--- src/rtl/uart_pkg.sv ---
// Shared UART types: transmitter state names are TX_-prefixed so the receiver's own enum can coexist.
package uart_pkg;

    typedef enum logic [2:0] {
        TX_IDLE,
        TX_START,
        TX_DATA,
        TX_PARITY,
        TX_STOP
    } tx_state_t;

    localparam logic UART_IDLE_LEVEL = 1'b1;

endpackage

--- src/rtl/uart_tx.sv ---
// UART transmitter: LSB-first frame paced by the shared baud strobe; start bit on the first strobe after accept.
// One-entry hold register: tx_ready drops on accept and rises when the frame loads, so frames can run back to back.
module uart_tx
    import uart_pkg::*;
#(
    parameter int DATA_BITS  = 8,
    parameter int PARITY_EN  = 0,
    parameter int PARITY_ODD = 0,
    parameter int STOP_BITS  = 1
) (
    input  logic                 clk,
    input  logic                 rst,
    input  logic                 baud,
    input  logic [DATA_BITS-1:0] tx_data,
    input  logic                 tx_valid,
    output logic                 tx_ready,
    output logic                 tx,
    output logic                 tx_busy,
    output logic                 tx_done
);

    localparam int              IDX_W     = $clog2(DATA_BITS);
    localparam logic [IDX_W-1:0] IDX_LAST = IDX_W'(DATA_BITS - 1);
    localparam logic            STOP_LAST = 1'(STOP_BITS - 1);
    localparam logic            PAR_INV   = (PARITY_ODD != 0);
    localparam logic            START_LVL = ~UART_IDLE_LEVEL;

    tx_state_t              state_q, state_d;
    logic [DATA_BITS-1:0]   hold_q, hold_d;
    logic                   hold_full_q, hold_full_d;
    logic [DATA_BITS-1:0]   shift_q, shift_d;
    logic [IDX_W-1:0]       idx_q, idx_d;
    logic                   stop_cnt_q, stop_cnt_d;
    logic                   tx_q, tx_d;
    logic                   done_q, done_d;

    logic accept;
    logic frame_end;
    logic pull;
    logic parity_bit;

    // Accept needs an empty hold and pull needs a full one, so they never collide.
    assign accept     = tx_valid && !hold_full_q;
    assign frame_end  = (state_q == TX_STOP) && (stop_cnt_q == STOP_LAST);
    assign pull       = baud && hold_full_q && ((state_q == TX_IDLE) || frame_end);
    assign parity_bit = (^shift_q) ^ PAR_INV;

    always_ff @(posedge clk or negedge rst) begin
        if (!rst) begin
            state_q     <= TX_IDLE;
            hold_q      <= '0;
            hold_full_q <= 1'b0;
            shift_q     <= '0;
            idx_q       <= '0;
            stop_cnt_q  <= 1'b0;
            tx_q        <= UART_IDLE_LEVEL;
            done_q      <= 1'b0;
        end else begin
            state_q     <= state_d;
            hold_q      <= hold_d;
            hold_full_q <= hold_full_d;
            shift_q     <= shift_d;
            idx_q       <= idx_d;
            stop_cnt_q  <= stop_cnt_d;
            tx_q        <= tx_d;
            done_q      <= done_d;
        end
    end

    always_comb begin
        state_d = state_q;
        if (baud) begin
            case (state_q)
                TX_IDLE:   if (hold_full_q) state_d = TX_START;
                TX_START:  state_d = TX_DATA;
                TX_DATA:   if (idx_q == IDX_LAST) state_d = (PARITY_EN != 0) ? TX_PARITY : TX_STOP;
                TX_PARITY: state_d = TX_STOP;
                TX_STOP:   if (stop_cnt_q == STOP_LAST) state_d = hold_full_q ? TX_START : TX_IDLE;
                default:   state_d = TX_IDLE;
            endcase
        end
    end

    always_comb begin
        hold_d      = hold_q;
        hold_full_d = hold_full_q;
        shift_d     = shift_q;
        idx_d       = idx_q;
        stop_cnt_d  = stop_cnt_q;
        tx_d        = tx_q;
        done_d      = 1'b0;

        if (accept) begin
            hold_d      = tx_data;
            hold_full_d = 1'b1;
        end
        if (pull) begin
            shift_d     = hold_q;
            hold_full_d = 1'b0;
        end

        if (baud) begin
            case (state_q)
                TX_IDLE: begin
                    if (hold_full_q) tx_d = START_LVL;
                end
                TX_START: begin
                    tx_d  = shift_q[0];
                    idx_d = '0;
                end
                TX_DATA: begin
                    if (idx_q != IDX_LAST) begin
                        tx_d  = shift_q[idx_q + 1'b1];
                        idx_d = idx_q + 1'b1;
                    end else if (PARITY_EN != 0) begin
                        tx_d = parity_bit;
                    end else begin
                        tx_d       = UART_IDLE_LEVEL;
                        stop_cnt_d = 1'b0;
                    end
                end
                TX_PARITY: begin
                    tx_d       = UART_IDLE_LEVEL;
                    stop_cnt_d = 1'b0;
                end
                TX_STOP: begin
                    if (stop_cnt_q != STOP_LAST) begin
                        stop_cnt_d = stop_cnt_q + 1'b1;
                    end else begin
                        done_d = 1'b1;
                        tx_d   = hold_full_q ? START_LVL : UART_IDLE_LEVEL;
                    end
                end
                default: tx_d = UART_IDLE_LEVEL;
            endcase
        end
    end

    assign tx_ready = !hold_full_q;
    assign tx       = tx_q;
    assign tx_busy  = (state_q != TX_IDLE) || hold_full_q;
    assign tx_done  = done_q;

endmodule
--- config.mk ---
export PLATFORM = sky130hd
export DESIGN_NAME = uart_tx
export DESIGN_NICKNAME = d
export VERILOG_FILES = /design/src/rtl/uart_pkg.sv /design/src/rtl/uart_tx.sv
export SDC_FILE = /design/constraint.sdc
export NUM_CORES = 1
export LEC_CHECK = 0
export CAP_MARGIN = 10
export CORE_UTILIZATION = 50
export CTS_BUF_LIST = sky130_fd_sc_hd__clkbuf_16
export CTS_CLUSTER_SIZE = 12
export DETAILED_ROUTE_END_ITERATION = 7
export GPL_TIMING_DRIVEN = 0
export HOLD_SLACK_MARGIN = 0.08
export PLACE_DENSITY = 0.74
export SLEW_MARGIN = 20
export SYNTH_ARGS = -nofsm -noshare
export SYNTH_HDL_FRONTEND = slang
export SYNTH_SLANG_ARGS = --single-unit
--- constraint.sdc ---
create_clock -name clk -period 6.3 [get_ports clk]
set_clock_uncertainty 0.2 [all_clocks]
set_input_delay 1.26 -clock clk [delete_from_list [all_inputs] [get_ports clk]]
set_output_delay 1.26 -clock clk [all_outputs]
set_load 0.03 [all_outputs]
==> summary.md <==
| Metric | Value |
|---|---|
| Status | `complete, no violations` |
| Layout area overhead | `23.15%` |
| Setup_tns | `0 ns` |
| P_leak | `0.6150 nW` |
| Die height | `49.19 um` |
| Worst slew pin tran | `~0.53 ns` |
| DP HPWL | `1213 um` |
| Kind of critical path | `reg -> out` |
| Yosys Warn Count | `0` |
| Flop2flop setup slack | `4.21 ns` |
| Nets | `119` |
| Die Wd | `a little under 50 um` |
| FILL cells | `152` |
| I/O Buffers | `15` |
| DRT met1 WL | `832 um` |
| Multi-input logic area | `459.2 um2` |
| Seq/Total Area, Yosys | `0.5629` |
| Htree depth | `1` |
| Vias in the first global route | `663` |
| Post-synth top flop | `dfrtp_1` |
| Setup Viol. Count Final | `0` |
| Power per cell area | `around 480 nW/um2` |
| Maxcap violations | `0` |
| GPL Wtd Cong | `0.8209` |
| Worst Path Required | `4.84 ns` |
| Global-route usage over all layers | `0.1573` |
| Synth Register Bits | `25` |
| 1st-pass router iterations | `4` |
| WL met3 | `44 um` |
| Clock Path Buffers | `2` |
| N_diodes | `0` |
| Drt via density | `5.351` |
| Arrival time worst endpoint | `1.62 ns` |
| Switching share of power | `0.3080` |
| Flop pwr share | `0.432` |
| Initial DRC count | `8` |
| Peak Freq | `324.9 MHz` |
| Core area | `just over 2000 um2` |
| Fin cells | `131` |
| Tmin final | `3.078 ns` |
| Avg WL per Cell | `around 13 um` |
| # IOs | `16` |
| Gate power share | `0.362` |
| Cells after Synth | `85` |
| Root buf cell | `clkbuf_16` |
| Final hold vios | `0` |
| Distinct cells, synth | `25` |
| Layout cell share with drive strength beyond 1 | `0.1731` |
| Top cell type by total area after synthesis | `dfrtp_1` |
| DR top layer | `met3` |
| Final period util | `0.4885` |
| Sequential cell area | `626.9 um2` |
| Min-Delay Path Class | `reg -> reg` |
| Global route overflow | `0` |
| Top cell type's share of synthesized area | `0.5393` |
| Met2 wire len | `795 um` |
| Slew HR | `0.6437` |
| Final wirelength | `1672 um` |
| Post-synth EDFFs | `0` |
| Initial Util | `0.5507` |
| Clock-pin slew on the worst setup and hold paths | `0.06 ns` |
| First-pass GRT wire length | `around 2900 um` |
| Max Transition Viols Final | `0` |
| Crit. End Element | `output pin` |
| Post CTS Setup Buffer Count | `0` |
| Internal | `0.4533 mW` |
| Die area | `2420 um2` |
| Critical Path Source Type | `flop` |
| Antenna violations before repair | `0` |
| Syn avg cell area | `13.10 um2` |
| Peak supply drop | `around 260 uV` |
| CTS tree | `built` |
| PostCTS Resize Cnt | `0` |
| Top post-synthesis cells by count | `dfrtp_1 (24), mux2_2 (10), mux2_1 (7)` |
| Row cnt | `16` |
| CTS Hold Buffers Added | `0` |
| # DRC | `0` |
| Crit-path max FO | `9` |
| Total CTS buffers | `3` |
| RSZ-0062 raised after global routing | `no` |
| Power share of the clock group | `0.206` |
| Final antenna-violating net count | `0` |
| Mapped Area | `1114 um2` |
| Most frequent cell after synthesis | `dfrtp_1` |
| Placed cells | `127` |
| Switching pwr | `0.2017 mW` |
| # clock sinks | `25` |
| Asr flop ratio synth | `1.000` |
| Post-Syn Nets | `~100` |
| Clk_lat worst skew | `0.25 ns` |
| Largest net degree at the start of global routing | `26` |
| Area contributors post-synth | `dfrtp_1 (54%), mux2_2 (10%), mux2_1 (7.1%)` |
| Routed vias | `roughly 700` |
[state kept, by name, indices dropped and copies added, names as in the netlist]
signal,flops
shift_q,8
hold_q,8
hold_full_q,1
tx_done,1
state_q,3
tx,1
idx_q,3
[power groups by stage]
| stage | combinational, mW | sequential [mW] | clock [mW] |
|---|---|---|---|
| after floorplan | 0.179 | 0.277 | 0 |
| after global placement | 0.233 | 0.281 | 0 |
| after detailed placement | 0.240 | 0.285 | 0 |
| after CTS | 0.242 | 0.282 | 0.138 |
| after global routing | 0.260 | 0.293 | 0.145 |
| final | 0.237 | 0.283 | 0.135 |
[metal layers]
layer	vias up	GRT usage
li1	350	-
met1	342	0.2133
met2	9	0.2511
met3	0	0.03115
met4	0	0.05392
met5	-	0
[final cells by class]
cell class | count | area share
sequential | 25 | 0.4571
multi-input combinational | 55 | 0.3349
timing repair buffer | 15 | 0.1058
clock buffer | 3 | 0.05474
tap | 27 | 0.02463
buffer | 3 | 0.01460
inverter | 2 | 0.005474
clock inverter | 1 | 0.002737
[kinds of logic after synthesis]
family,Yosys count,synth area share
buffers and inverters,5,0.02471
AND/OR/NAND/NOR,20,0.09438
AO/OA/AOI/OAI,14,0.07640
multiplexers,19,0.2191
adder cells (fa/ha/maj),2,0.02247
flip-flops,25,0.5629
[through the flow]
stage	util	worst slack, ns	hold WS, ns	power (mW)	instance area [um2]
after floorplan	-	3.972	0.2488	0.4564	1114
after global placement	0.6417	3.362	0.2614	0.5143	1297
after detailed placement	0.6417	3.325	0.2716	0.5248	1297
after CTS	0.6807	3.224	0.2854	0.6623	1376
after global routing	0.6782	3.137	0.3062	0.6972	1371
final	0.6782	3.222	0.2802	0.6551	1371
[path summary, 6_finish.rpt]
kind / from / to / cells after the start
worst max-delay path: state_q[0] / tx_busy / 4
worst min-delay path: shift_q[5] / shift_q[5] / 1
worst max register to register: idx_q[0] / idx_q[0] / 6
worst min register to register: shift_q[5] / shift_q[5] / 1
max in group asynchronous: rst / tx / 1
min in group asynchronous: rst / idx_q[1] / 1
[critical path: stages, from the launching register on]
cell	delay, ns
dfrtp_1	0.39
buf_6	0.14
nor2_1	0.15
nand2_1	0.09
clkdlybuf4s50_1	0.60
[placed cells by master (no fill, tap or decap), drive strengths merged]
cell type,synthesis,routed
o32ai,1,1
clkdlybuf4s50,0,14
a21o,3,3
clkbuf,1,4
nor2b,1,1
buf,2,3
ha,2,2
mux2,17,17
or3b,1,1
mux4,2,2
inv,2,3
dfstp,1,1
dfrtp,24,24
and3,2,2
o21ai,7,7
o21a,1,1
a31oi,1,1
a21oi,1,1
nand2,6,6
nand2b,3,3
nor4,1,1
nor3,1,1
nor2,5,5
Power figures use the tool's default switching activity.
